`config.mk`:
```
export PLATFORM = sky130hd
export DESIGN_NAME = div_unit_flat
export DESIGN_NICKNAME = d
export VERILOG_FILES = /design/src/rtl/div_unit_if.sv /design/src/rtl/div_unit.sv /design/src/flat_wrapper.sv
export SDC_FILE = /design/constraint.sdc
export NUM_CORES = 1
export LEC_CHECK = 0
export BUFFER_PORTS_ARGS = -buffer_cell sky130_fd_sc_hd__buf_2
export CORE_MARGIN = 3
export CORE_UTILIZATION = 23
export CTS_CLUSTER_SIZE = 10
export DETAILED_ROUTE_END_ITERATION = 10
export SLEW_MARGIN = 10
export SYNTH_ARGS = -nofsm -noshare
export SYNTH_HDL_FRONTEND = slang
export SYNTH_SLANG_ARGS = --single-unit
```
`constraint.sdc`:
```
create_clock -name clk -period 6.3 [get_ports clk]
set_input_delay 1.26 -clock clk [delete_from_list [all_inputs] [get_ports clk]]
set_output_delay 1.26 -clock clk [all_outputs]
set_load 0.03 [all_outputs]
```
`src/rtl/div_unit_if.sv`:
```
// Divider request/result bundle between the execute stage and div_unit.
// The execute stage drives the master side; the divider owns the slave side.
interface div_unit_if #(
    parameter int unsigned WIDTH = 32
);
    logic             start;
    logic             div_signed;
    logic             annul;
    logic [WIDTH-1:0] dividend;
    logic [WIDTH-1:0] divisor;
    logic             busy;
    logic             ready;
    logic [WIDTH-1:0] quotient;
    logic [WIDTH-1:0] remainder;

    modport master (
        output start, div_signed, annul, dividend, divisor,
        input  busy, ready, quotient, remainder
    );

    modport slave (
        input  start, div_signed, annul, dividend, divisor,
        output busy, ready, quotient, remainder
    );
endinterface

```
`src/rtl/div_unit.sv`:
```
// Multi-cycle radix-2 restoring divider for DIV/DIVU.
// It divides magnitudes, then sign-corrects: quotient goes to LO, remainder to HI.
module div_unit #(
    parameter int unsigned WIDTH = 32,
    parameter int unsigned CNT_W = 5
) (
    input  logic       clk,
    input  logic       resetn,
    div_unit_if.slave  bus_io
);
    localparam logic [CNT_W-1:0] LastCnt = CNT_W'(WIDTH - 1);

    typedef enum logic [1:0] {StIdle, StBusy, StDone} state_e;

    state_e           state_q;
    logic [CNT_W-1:0] cnt_q;
    logic [WIDTH-1:0] rem_q;
    logic [WIDTH-1:0] quo_q;
    logic [WIDTH-1:0] dvs_q;
    logic [WIDTH-1:0] quotient_q;
    logic [WIDTH-1:0] remainder_q;
    logic             qneg_q;
    logic             rneg_q;
    logic             dz_q;
    logic             ready_q;

    logic             accept;
    logic [WIDTH-1:0] dvd_abs;
    logic [WIDTH-1:0] dvs_abs;
    logic [WIDTH:0]   shifted;
    logic [WIDTH:0]   diff;
    logic [WIDTH-1:0] rem_nxt;
    logic [WIDTH-1:0] quo_nxt;
    logic [WIDTH-1:0] q_fix;
    logic [WIDTH-1:0] r_fix;

    assign accept = bus_io.start & ~bus_io.annul & (state_q == StIdle || state_q == StDone);

    assign bus_io.busy      = accept | (state_q == StBusy);
    assign bus_io.ready     = ready_q;
    assign bus_io.quotient  = quotient_q;
    assign bus_io.remainder = remainder_q;

    always_comb begin
        dvd_abs = (bus_io.div_signed & bus_io.dividend[WIDTH-1]) ? -bus_io.dividend
                                                                 : bus_io.dividend;
        dvs_abs = (bus_io.div_signed & bus_io.divisor[WIDTH-1]) ? -bus_io.divisor
                                                                : bus_io.divisor;
    end

    // Partial remainder stays below the divisor, so the WIDTH+1-bit trial
    // difference only needs its top bit as the borrow.
    always_comb begin
        shifted = {rem_q, quo_q[WIDTH-1]};
        diff    = shifted - {1'b0, dvs_q};
        rem_nxt = diff[WIDTH] ? shifted[WIDTH-1:0] : diff[WIDTH-1:0];
        quo_nxt = {quo_q[WIDTH-2:0], ~diff[WIDTH]};
        q_fix   = dz_q ? '1 : (qneg_q ? -quo_nxt : quo_nxt);
        // With a zero divisor rem_nxt is |dividend|, so this restores the original dividend.
        r_fix   = rneg_q ? -rem_nxt : rem_nxt;
    end

    always_ff @(posedge clk or negedge resetn) begin
        if (!resetn) begin
            state_q     <= StIdle;
            cnt_q       <= '0;
            rem_q       <= '0;
            quo_q       <= '0;
            dvs_q       <= '0;
            quotient_q  <= '0;
            remainder_q <= '0;
            qneg_q      <= 1'b0;
            rneg_q      <= 1'b0;
            dz_q        <= 1'b0;
            ready_q     <= 1'b0;
        end else begin
            ready_q <= 1'b0;
            if (accept) begin
                state_q <= StBusy;
                cnt_q   <= '0;
                rem_q   <= '0;
                quo_q   <= dvd_abs;
                dvs_q   <= dvs_abs;
                qneg_q  <= bus_io.div_signed &
                           (bus_io.dividend[WIDTH-1] ^ bus_io.divisor[WIDTH-1]);
                rneg_q  <= bus_io.div_signed & bus_io.dividend[WIDTH-1];
                dz_q    <= (bus_io.divisor == '0);
            end else begin
                case (state_q)
                    StBusy: begin
                        if (bus_io.annul) begin
                            state_q <= StIdle;
                        end else begin
                            rem_q <= rem_nxt;
                            quo_q <= quo_nxt;
                            if (cnt_q == LastCnt) begin
                                state_q     <= StDone;
                                ready_q     <= 1'b1;
                                quotient_q  <= q_fix;
                                remainder_q <= r_fix;
                            end else begin
                                cnt_q <= cnt_q + 1'b1;
                            end
                        end
                    end
                    default: state_q <= StIdle;
                endcase
            end
        end
    end
endmodule

```
`src/flat_wrapper.sv`:
```
// flat-port wrapper written by rule: the top's interface ports become plain ports
module div_unit_flat 
#(
    parameter int unsigned WIDTH = 32,
    parameter int unsigned CNT_W = 5
)
  (clk, resetn, bus_io_start, bus_io_div_signed, bus_io_annul, bus_io_dividend, bus_io_divisor, bus_io_busy, bus_io_ready, bus_io_quotient, bus_io_remainder);
  div_unit_if #(.WIDTH(WIDTH)) bus_io_i ();
  input  logic clk;
  input  logic resetn;
  input wire logic [$bits(bus_io_i.start)-1:0] bus_io_start;
  input wire logic [$bits(bus_io_i.div_signed)-1:0] bus_io_div_signed;
  input wire logic [$bits(bus_io_i.annul)-1:0] bus_io_annul;
  input wire logic [$bits(bus_io_i.dividend)-1:0] bus_io_dividend;
  input wire logic [$bits(bus_io_i.divisor)-1:0] bus_io_divisor;
  output wire logic [$bits(bus_io_i.busy)-1:0] bus_io_busy;
  output wire logic [$bits(bus_io_i.ready)-1:0] bus_io_ready;
  output wire logic [$bits(bus_io_i.quotient)-1:0] bus_io_quotient;
  output wire logic [$bits(bus_io_i.remainder)-1:0] bus_io_remainder;
  assign bus_io_i.start = bus_io_start;
  assign bus_io_i.div_signed = bus_io_div_signed;
  assign bus_io_i.annul = bus_io_annul;
  assign bus_io_i.dividend = bus_io_dividend;
  assign bus_io_i.divisor = bus_io_divisor;
  assign bus_io_busy = bus_io_i.busy;
  assign bus_io_ready = bus_io_i.ready;
  assign bus_io_quotient = bus_io_i.quotient;
  assign bus_io_remainder = bus_io_i.remainder;
  div_unit #(.WIDTH(WIDTH), .CNT_W(CNT_W)) u_core (.clk(clk), .resetn(resetn), .bus_io(bus_io_i));
endmodule
```
==> metrics.yaml <==
floorplanning:
  fp-row-count: 82
  core_um2: 50270
  fp.dieH_um: 232.0
  die_area_um2: 53830
  die_w_um: 232.0
  ioPinCount: 135
  start_util: 0.2337
setup_path:
  ff2ff_path_depth: 16
  critPathTopFamily: "compound AO/OA/AOI/OAI gates"
  worstSetupPathType: "flop to flop"
  cp-start-kind: "flop"
  end_kind: "flop"
  rr_startpoint: "u_core.rem_q[18]"
  cp_slowest_stage_delay_ns: 0.56
  slowest_stage: "o21ai_0"
  crit_top_cell: "o21ai_0"
  cp.arrival_ns: 5.17
  reg2reg_slack_ns: 1.44
  required_ns: 6.61
  reg2reg_to: "u_core.bus_io.remainder[14]"
  cp_num_buf_inv: 1
  crit_path_cell_trace: "ha_1, a21oi_1, o21ai_1, o2bb2ai_1, o21bai_1, a31o_4, nand2_2, o21ai_0, ha_1, inv_1, a211oi_1, a31oi_1, a21o_1, o21ai_0, xnor2_1, o21ai_0"
  cp_max_fo: 26
cells_and_area:
  final_util: 0.2724
  drive_above_1_share: 0.1353
  areaGrowthSynthToFinish_pct: 16.58
  finalNetCount: 1603
clock_tree:
  clk_pin_slew_ns: 0.07
  clockBufferDepth: 2
  clock_sink_count: 171
  cts_hold_buf: 0
  cts_setup_buffers: 0
  cts_tree: "yes"
  post_cts_resized: 0
  clk_latency_ns: 0.45
  h-tree-depth: 4
  ctsRootBufferMaster: "clkbuf_16"
  cts_buffers: 17
logic_synthesis:
  synth.avg_cell_area_um2: 8.380
  synth.distinct_cells: 84
  seq_area_frac_synth: 0.3642
  synthArstFlopShare: 1.000
  synth_cells: 1402
  synthTopCellsByArea: "dfrtp_1, o21ai_0, nand2_1"
  ys_warn_count: 0
  synth_top_area_cell: "dfrtp_1"
  ys.flop_type: "dfrtp_1"
  syn_area_um2: 11750
  synth_enable_flop_cells: 0
  ys_ff_latch: 171
  synth_top_area_share: 0.3642
  synth_nets: 1510
detailed_routing:
  num_vias: 10670
  viasPerCell: 4.879
  drt_wl_total_mm: 36.72
  ant_nets: 0
  drc: 0
  wl_per_cell_um: 16.80
  drt_iter0_markers: 878
  firstDrtPassIters: 5
place:
  dp_hpwl_mm: 28.27
  portBuffers: 134
  routabilityCongestion: 0.8756
sta:
  slew_headroom: 0.3123
  setup-tns-final_ns: 0
  hold_violations: 0
  setup-violations-final: 0
  fmax_ghz: 0.2057
  drv_slew: 0
  rsz0062_at_grt: "false"
  hold_ws_ns: 0.4768
  finClkSkew_ns: 0.01195
  tightest_slew_ns: 1.032
  min_period_over_period: 0.7716
  min_period_ns: 4.861
min_path:
  whs_path_depth: 2
  min_to: "u_core.bus_io.remainder[21]"
  hp-class: "flop to flop"
  worstHoldStart: "u_core.bus_io.remainder[21]"
grt:
  grt_antenna_before_repair: 21
  overflow: 0
  grt_pass1_wl_mm: 57.77
  grt_start_max_net_pins: 96
  grt_use_total: 0.1359
  grt_pass1_vias: 10210
pwr:
  p_per_area_nw_per_um2: 398.8
  ir_drop_mv: 0.2394
  leakagePower_nw: 6.002
  p_total_mw: 5.463
outcome:
  status: "finished, final reports clean"
run:
  maxCapViolCount: 0
layout by cell type, fill, tap and decap left out, types with 14 or more instances in the layout:
cell and n:
o21ai_0 151, xnor2_1 70, a31oi_1 23, xor2_1 67
buf_2 133, nor4_1 25, or3_1 18, nor3_1 28
a21oi_1 78, inv_1 59, dfrtp_1 171, o21ai_1 31
a21o_1 14, mux2i_1 29, ha_1 38, nand3_1 15
o31ai_1 28, a22oi_1 32, clkbuf_16 17, nor2_1 99
nand2_1 181
cells in the mapped netlist, drive strengths merged, types with 6 or more instances:
library cell and instances:
ha 38, or4 12, mux2i 30, o31ai 28, xor2 67, o21a 7
a21o 14, o41ai 12, and2 11, a211oi 11, nand2b 6, nand3 15
nor4 26, or3 19, o31a 7, nand4 14, dfrtp 171, buf 19
clkbuf 52, xnor2 70, nor3 29, and3 8, a31oi 23, or2 9
a21oi 78, a22oi 32, nand2 184, inv 59, o21ai 182, nor2 101
registers in the layout, indices dropped and copies added (netlist names):
signal	flops
u_core.quo_q	32
u_core.bus_io.remainder	32
u_core.bus_io.quotient	32
u_core.state_q	2
u_core.rem_q	32
u_core.dz_q	1
u_core.dvs_q	32
u_core.rneg_q	1
u_core.qneg_q	1
u_core.bus_io.ready	1
u_core.cnt_q	5
report_power, final:
part           leakage (nW)  total, mW  switching, mW  internal [mW]
clock network         0.281       1.12          0.485          0.639
logic                  3.44       2.86           1.78           1.08
registers              2.28       1.48          0.227           1.25
worst register-to-register path: cells and delay by family, from the launching register on:
family	cells	cell delay (ns)
compound gates	11	2.86
fa+ha+maj	2	0.83
flops	1	0.46
simple gates	1	0.35
xor+xnor	1	0.14
buf+inv	1	0.09
logic make-up after synthesis:
group / Yosys count / synth area share
simple gates: 452 / 0.1838
compound gates: 437 / 0.2341
flops: 171 / 0.3642
xor+xnor: 137 / 0.1021
buf+inv: 133 / 0.04483
fa+ha+maj: 39 / 0.04217
mux: 33 / 0.02875
per-stage QoR:
step,worst slack (ns),cells,area (µm²)
finish,1.439,2186,13700
floorplan,1.869,1402,11750
global placement,1.647,2148,13070
detailed placement,1.513,2148,13070
global route,1.015,2184,13690
CTS,1.471,2180,13680
layer usage:
layer  track usage  vias up  share of wire
met5             0        -         0.0047
met4       0.05074       28          0.030
met3       0.03692       85          0.058
met2        0.2092      265           0.44
met1        0.1818     5046           0.46
li1              -     5241              -
worst max-delay path by stage:
stage | cells past startpoint | slack [ns] | startpoint | end
floorplan | 19 | 1.87 | u_core.quo_q[31] | u_core.bus_io.quotient[26]
global placement | 16 | 1.65 | u_core.rem_q[18] | u_core.bus_io.remainder[14]
detailed placement | 16 | 1.51 | u_core.rem_q[18] | u_core.bus_io.remainder[14]
CTS | 16 | 1.47 | u_core.rem_q[18] | u_core.bus_io.remainder[14]
global route | 16 | 1.02 | u_core.rem_q[18] | u_core.bus_io.remainder[14]
finish | 16 | 1.44 | u_core.rem_q[18] | u_core.bus_io.remainder[14]
cell type report:
class / instances / area, µm²
repair buffers: 145 / 759.5
multi-input cells: 1098 / 6958
flip-flops and latches: 171 / 4279
fillers: 5493 / 36580
inverters: 62 / 232.7
well taps: 672 / 840.8
clock buffers: 20 / 446.7
diodes: 6 / 15.01
clock inverters: 12 / 165.2
(Power assumes the default switching activity.)
